===== src/rtl/lc3_mem_ctrl.sv =====
// LC-3 memory-access controller: MAR/MDR registers and a req/ack handshake
// with variable memory latency, R (ready) signalling and a timeout guard.
module lc3_mem_ctrl #(
    parameter int AW      = 16,
    parameter int DW      = 16,
    parameter int TIMEOUT = 255
) (
    input  logic          clk,
    input  logic          rst_n,
    input  logic [DW-1:0] bus_i,
    input  logic          ld_mar,
    input  logic          ld_mdr,
    input  logic          mio_en,
    input  logic          r_w,
    output logic [AW-1:0] mar_o,
    output logic [DW-1:0] mdr_o,
    output logic          ready_o,
    output logic          err_o,
    output logic          mem_req_o,
    output logic          mem_we_o,
    output logic [AW-1:0] mem_addr_o,
    output logic [DW-1:0] mem_wdata_o,
    input  logic [DW-1:0] mem_rdata_i,
    input  logic          mem_ack_i
);

    localparam int CW = (TIMEOUT < 2) ? 1 : $clog2(TIMEOUT + 1);
    localparam logic [CW-1:0] CNT_LAST = CW'(TIMEOUT - 1);

    typedef enum logic [1:0] {
        IDLE = 2'd0,
        WAIT = 2'd1,
        DONE = 2'd2
    } state_t;

    state_t        state;
    logic [AW-1:0] mar_q;
    logic [DW-1:0] mdr_q;
    logic [CW-1:0] cnt_q;
    logic          rw_q;
    logic          ready_q;
    logic          err_q;

    always_ff @(posedge clk or negedge rst_n) begin
        if (!rst_n) begin
            state   <= IDLE;
            mar_q   <= '0;
            mdr_q   <= '0;
            cnt_q   <= '0;
            rw_q    <= 1'b0;
            ready_q <= 1'b0;
            err_q   <= 1'b0;
        end else begin
            case (state)
                IDLE: begin
                    // Loads on the start edge still land, so the access sees them.
                    if (ld_mar) mar_q <= bus_i[AW-1:0];
                    if (ld_mdr) mdr_q <= bus_i;
                    if (mio_en) begin
                        state <= WAIT;
                        rw_q  <= r_w;
                        err_q <= 1'b0;
                        cnt_q <= '0;
                    end
                end
                WAIT: begin
                    // Ack takes priority over an expiring timeout on the same edge.
                    if (mem_ack_i) begin
                        if (!rw_q) mdr_q <= mem_rdata_i;
                        state   <= DONE;
                        ready_q <= 1'b1;
                    end else if (cnt_q == CNT_LAST) begin
                        state   <= DONE;
                        ready_q <= 1'b1;
                        err_q   <= 1'b1;
                    end else begin
                        cnt_q <= cnt_q + CW'(1);
                    end
                end
                DONE: begin
                    // Hold R until MIO.EN drops so the microsequencer cannot re-trigger.
                    if (!mio_en) begin
                        state   <= IDLE;
                        ready_q <= 1'b0;
                    end
                end
                default: begin
                    state   <= IDLE;
                    ready_q <= 1'b0;
                end
            endcase
        end
    end

    assign mar_o       = mar_q;
    assign mdr_o       = mdr_q;
    assign ready_o     = ready_q;
    assign err_o       = err_q;
    assign mem_addr_o  = mar_q;
    assign mem_wdata_o = mdr_q;
    // Decoded from state so that an async reset drops the request at once.
    assign mem_req_o   = (state == WAIT);
    assign mem_we_o    = (state == WAIT) && rw_q;

endmodule


===== config.mk =====
export PLATFORM = sky130hd
export DESIGN_NAME = lc3_mem_ctrl
export DESIGN_NICKNAME = d
export VERILOG_FILES = /design/src/rtl/lc3_mem_ctrl.sv
export SDC_FILE = /design/constraint.sdc
export NUM_CORES = 1
export LEC_CHECK = 0
export ABC_AREA = 1
export CAP_MARGIN = 30
export CELL_PAD_IN_SITES_DETAIL_PLACEMENT = 0
export CELL_PAD_IN_SITES_GLOBAL_PLACEMENT = 1
export CORE_ASPECT_RATIO = 1.4
export CORE_MARGIN = 3
export CORE_UTILIZATION = 26
export DETAILED_ROUTE_END_ITERATION = 8
export HOLD_SLACK_MARGIN = 0.03
export PLACE_DENSITY_LB_ADDON = 0.08
export SETUP_SLACK_MARGIN = 0.15
export SLEW_MARGIN = 20
export SYNTH_ARGS = -nofsm -noshare
export SYNTH_HDL_FRONTEND = slang
export SYNTH_SLANG_ARGS = --single-unit

===== constraint.sdc =====
create_clock -name clk -period 1.2 [get_ports clk]
set_input_delay 0.36 -clock clk [delete_from_list [all_inputs] [get_ports clk]]
set_output_delay 0.36 -clock clk [all_outputs]
set_load 0.01 [all_outputs]

Word level (Yosys, flattened, before mapping) --
Index checks and enable logic that the tools add are counted.
Storage, ports and cells: output and inout bits 68, input bits 39, logic and storage cells 51, register bits 45
Cells by class: multiplexer cells 20, reduce and logical (&&, ||, !) cells 10, $add $sub $neg 1, equal/unequal tests 12, bitwise logic cells 1
Operators with widths (number):
- two-way mux 16 bit | 3
- one-hot mux 16 bit (2 select lines) | 1
- two-way mux 8 bit | 3
- one-hot mux 8 bit (2 select lines) | 1
- != test 2 bit (second input constant) | 6
- AND reduction 4 bit | 3
- adder 8 x 1 -> 8 bit (second input constant) | 1
- == test 8 bit (second input constant) | 1
- two-way mux 2 bit | 4
- one-hot mux 2 bit (3 select lines) | 1
- AND reduction 3 bit | 2
- two-way mux 1 bit | 5
- != test 2 x 1 -> 1 bit (second input constant) | 2
- AND reduction 2 bit | 2
- != test 3 x 1 -> 1 bit (second input constant) | 1
- one-hot mux 1 bit (3 select lines) | 1
- == test 2 x 1 -> 1 bit (second input constant) | 1
- == test 2 bit (second input constant) | 1
- logical NOT 2 bit | 1
- one-hot mux 1 bit (2 select lines) | 1
- nonzero test 2 bit | 1
- logical AND 1 bit | 1
- NOT 1 bit | 1

Depth between registers and ports, before layout --
Gate-level depths: netlist of run 1.
depth in word-level cells 4, gate-level depth with buffers 9, depth with buffers taken out 9

Worst setup path before layout of run 1 --
Ideal clock, no wire load.
path type register to register, from register state[1], to register mar_q[13], in the netlist mar_o[13], cell stages (with the launch flop) 5, path buffers 1, setup slack -138 ps, setup time 125 ps, period minus slack after synthesis 1338 ps, data required time 1075 ps, arrival time 1213 ps, cell sequence dfrtp_1 > nor2_2 > nand2_1 > buf_2 > mux2_2
On the way: word-level cells in the longest chain between the ends 2
Ends and longest elaborated chain:
- start: declaration | RTL line 36 | state_t state;
- start signal: assignment | RTL line 46 | state <= IDLE;
- start signal: assignment | RTL line 60 | state <= WAIT;
- start signal: assignment | RTL line 70 | state <= DONE;
- logical NOT 2 bit | RTL line 54 | case (state)
- AND reduction 2 bit (no source line)
- end signal: assignment | RTL line 57 | if (ld_mar) mar_q <= bus_i[AW-1:0];
- end: declaration | RTL line 37 | logic [AW-1:0] mar_q;
No other way between the ends. A chain may end at the register's enable or synchronous reset.

Final worst setup path of run 1 --
from register state[1], to register mar_q[12], in the netlist mar_o[12]
Same word-level chain as after synthesis.

==> results.json, run 1 <==
{
  "grt_pass1_wl_mm": 11.3,
  "power.density_mw_per_mm2": 2480,
  "num_vias": 2287,
  "cts_tree": "done",
  "synth_area_leaders": "dfrtp_1, nand2_1, buf_4",
  "synth_seq_cells": 45,
  "hold_violations": 0,
  "path_cells": "buf_6 > nor2_4 > buf_4 > buf_8 > nand2_8 > mux2_2",
  "area_delta_synth_final_pct": 73.9,
  "path_delay_family": "flip-flops",
  "synth.top_cell.area_share_pct": 48.0,
  "worstReg2RegStart": "state[1]",
  "grt_use_total_pct": 14.3,
  "crit_arrival_ps": 1640,
  "die_area_mm2": 0.0102,
  "fin_skew_ps": 2.60,
  "setup_viol": 49,
  "yosysSeqAreaShare_pct": 48.0,
  "peakVddDrop_v": 0.00129,
  "fin_crit_sh_pct": 122,
  "clk_pin_slew_ps": 60,
  "grt_pass1_vias": 2178,
  "failed_checks": "negative setup slack",
  "critical_path_buf_inv_count": 3,
  "viasPerCell": 4.27,
  "cp-endpoint": "mar_o[12]",
  "outcome": "finished with violations",
  "postRouteAntennaNets": 0,
  "nNetsFinal": 470,
  "final.setup.tns_ps": -9590,
  "coreArea_mm2": 0.00871,
  "htreeDepth": 2,
  "clk_latency_ps": 280,
  "setup.worst_path.class": "register to register",
  "die_x_um": 86.3,
  "cts.path.max_buffers": 2,
  "grt_setup_unrepaired": "yes",
  "grt_max_degree": 46,
  "reg2reg_depth": 6,
  "firstDrtPassIters": 4,
  "drt-wirelength-per-cell_um": 14.0,
  "power_leakage_nw": 2.10,
  "yosysWarnings": 0,
  "place.gp.congestion": 0.717,
  "num_rows": 40,
  "power_mw": 10.1,
  "io_buffers": 106,
  "synth_top_area_cell": "dfrtp_1",
  "cp-start-kind": "register",
  "fill_cells": 901,
  "worst_pin_slew_ps": 437,
  "cp-startpoint": "state[1]",
  "ys_types": 24,
  "netlist_instances": 286,
  "finalWorstSetupSlack_ps": -268,
  "path_max_fanout": 5,
  "synth_nets": 327,
  "critical_path_required_ps": 1370,
  "antenna_found_initial": 0,
  "drtIter0Drc": 65,
  "hpwl_mm": 4.96,
  "cts_num_sinks": 45,
  "setup.worst_path.end_class": "register",
  "drv_slew": 0,
  "fp.dieH_um": 118,
  "drive_gt1_share_pct": 49.5,
  "pre_cts_ws_ps": -388,
  "numCtsBuffers": 5,
  "syn_area_per_cell_um2": 8.20,
  "fmax_mhz": 681,
  "antennaDiodeCount": 0,
  "instances_no_fill": 535,
  "clockRootBuffer": "clkbuf_16",
  "grt_overflow": 0,
  "hp-class": "input port to asynchronous set/reset pin",
  "rrSetupSlack_ps": -270,
  "regToRegEndpoint": "mar_o[12]",
  "relSlewSlack_pct": 70.8,
  "drt-total-wl_mm": 7.47,
  "post-route-util_pct": 46.8,
  "ios": 107,
  "cts_hold_buf": 0,
  "drv_cap": 0,
  "place_inst": 489,
  "cpPeakStageDelay_ps": 440,
  "start_util_pct": 26.9,
  "cp.depth": 6,
  "worst_path_max_delay_cell": "dfrtp_2",
  "synthesis.area_mm2": 0.00234,
  "drc_errors": 0,
  "fin_crit_ps": 1470
}
-- cell families after synthesis --
| family | Yosys count | share of synthesized area [%] |
|---|---|---|
| AOI/OAI and AO/OA | 44 | 9.77 |
| xor gates and xnor gates | 2 | 0.747 |
| adders and majority gates | 2 | 1.07 |
| buffers and inverters | 78 | 18.1 |
| DFF | 45 | 48.0 |
| muxes | 7 | 3.36 |
| and+or+nand+nor | 108 | 18.9 |
-- sequential cells by signal, indices dropped and copies added (netlist names) --
register,flops
mar_o,16
rw_q,1
cnt_q,8
mdr_o,16
ready_o,1
err_o,1
state,2
-- layout make-up --
class	count	area [µm²]	share of cell area (%)
timing repair buffer	175	1450	35.5
tap	105	131	3.22
clock buffer	5	125	3.07
multi-input combinational	164	1080	26.6
clock inverter	3	17.5	0.430
inverter	38	145	3.56
sequential	45	1130	27.7
-- what timing repair did --
action | CTS | global route
buffers inserted | 23 | 9
cloned | 3 | 3
gates resized for setup | 331 | 50
pin swaps | 13 | 9
setup endpoints to repair | 113 | 113
-- cell usage in the layout (no fill, tap or decap) --
master and instances:
buf_2 66, nand2_1 56, buf_4 46, dfrtp_1 44
clkdlybuf4s50_1 37, inv_1 34, o21ai_1 17, buf_6 16
nand2_2 15, o21ai_2 13, nand2_4 10, o21ai_0 10
nand3_1 8, clkbuf_16 8, mux2_2 7, nor2_4 4
nor2_1 4, nand3_2 4, inv_2 3, nand2_8 3
buf_12 3, nor2_2 2, clkinv_2 2, buf_16 2
buf_8 2, a21oi_4 1, inv_4 1, o21bai_1 1
xnor2_1 1, xor2_1 1, nor3b_1 1, nand4_1 1
a21oi_1 1, nand3_4 1, a21boi_2 1, ha_4 1
ha_1 1, clkinvlp_4 1, dfrtp_2 1
-- cells in the mapped netlist --
cell type / number
buf_4: 34
a21oi_1: 1
nor3b_1: 1
o21ai_0: 38
xnor2_1: 1
ha_1: 2
dfrtp_1: 45
nor2_2: 2
nand3_1: 13
xor2_1: 1
nor2_1: 7
o21ai_1: 2
a21oi_2: 1
nor2_4: 1
inv_1: 36
o21bai_1: 1
nand4_1: 1
nand2_2: 1
inv_2: 2
a21boi_0: 1
mux2_2: 7
nand2_1: 82
buf_2: 4
clkbuf_1: 2
-- power breakdown --
group	internal (mW)	switching [mW]	total (mW)
Combinational	3.18	2.99	6.17
Clock	0.764	0.589	1.35
Sequential	2.15	0.445	2.60
-- metrics by stage --
stage / area, µm² / hold WS (ps)
detailed placement: 3530 / 364
CTS: 3760 / 59.4
finish: 4080 / 37.5
global placement: 3530 / 371
global route: 4080 / 67.4
floorplan: 2380 / 64.4
-- layer usage --
metal	global-route usage [%]	up-vias	part of all wire, %
met1	17.2	1071	39
li1	-	1150	-
met5	0	-	0
met3	2.58	5	5.8
met4	3.51	0	0.99
met2	25.8	61	54
-- worst min path at each step --
stage	startpoint	to	cells past startpoint
floorplan	rst_n	cnt_q[0]	0
global placement	rst_n	mdr_o[1]	2
detailed placement	rst_n	mdr_o[1]	2
CTS	rst_n	mdr_o[1]	2
global route	rst_n	mdr_o[1]	2
finish	rst_n	mdr_o[1]	2
(Power assumes the default switching activity.)
==> run 2: changes to the inputs <==
--- a/config.mk
+++ b/config.mk
@@ -16,7 +16,7 @@
 export HOLD_SLACK_MARGIN = 0.03
 export PLACE_DENSITY_LB_ADDON = 0.08
 export SETUP_SLACK_MARGIN = 0.15
-export SLEW_MARGIN = 20
+export SLEW_MARGIN = 40
 export SYNTH_ARGS = -nofsm -noshare
 export SYNTH_HDL_FRONTEND = slang
 export SYNTH_SLANG_ARGS = --single-unit
==> results of run 2 <==
Same layout as run 1: the final DEF is identical, and so are final timing and power.
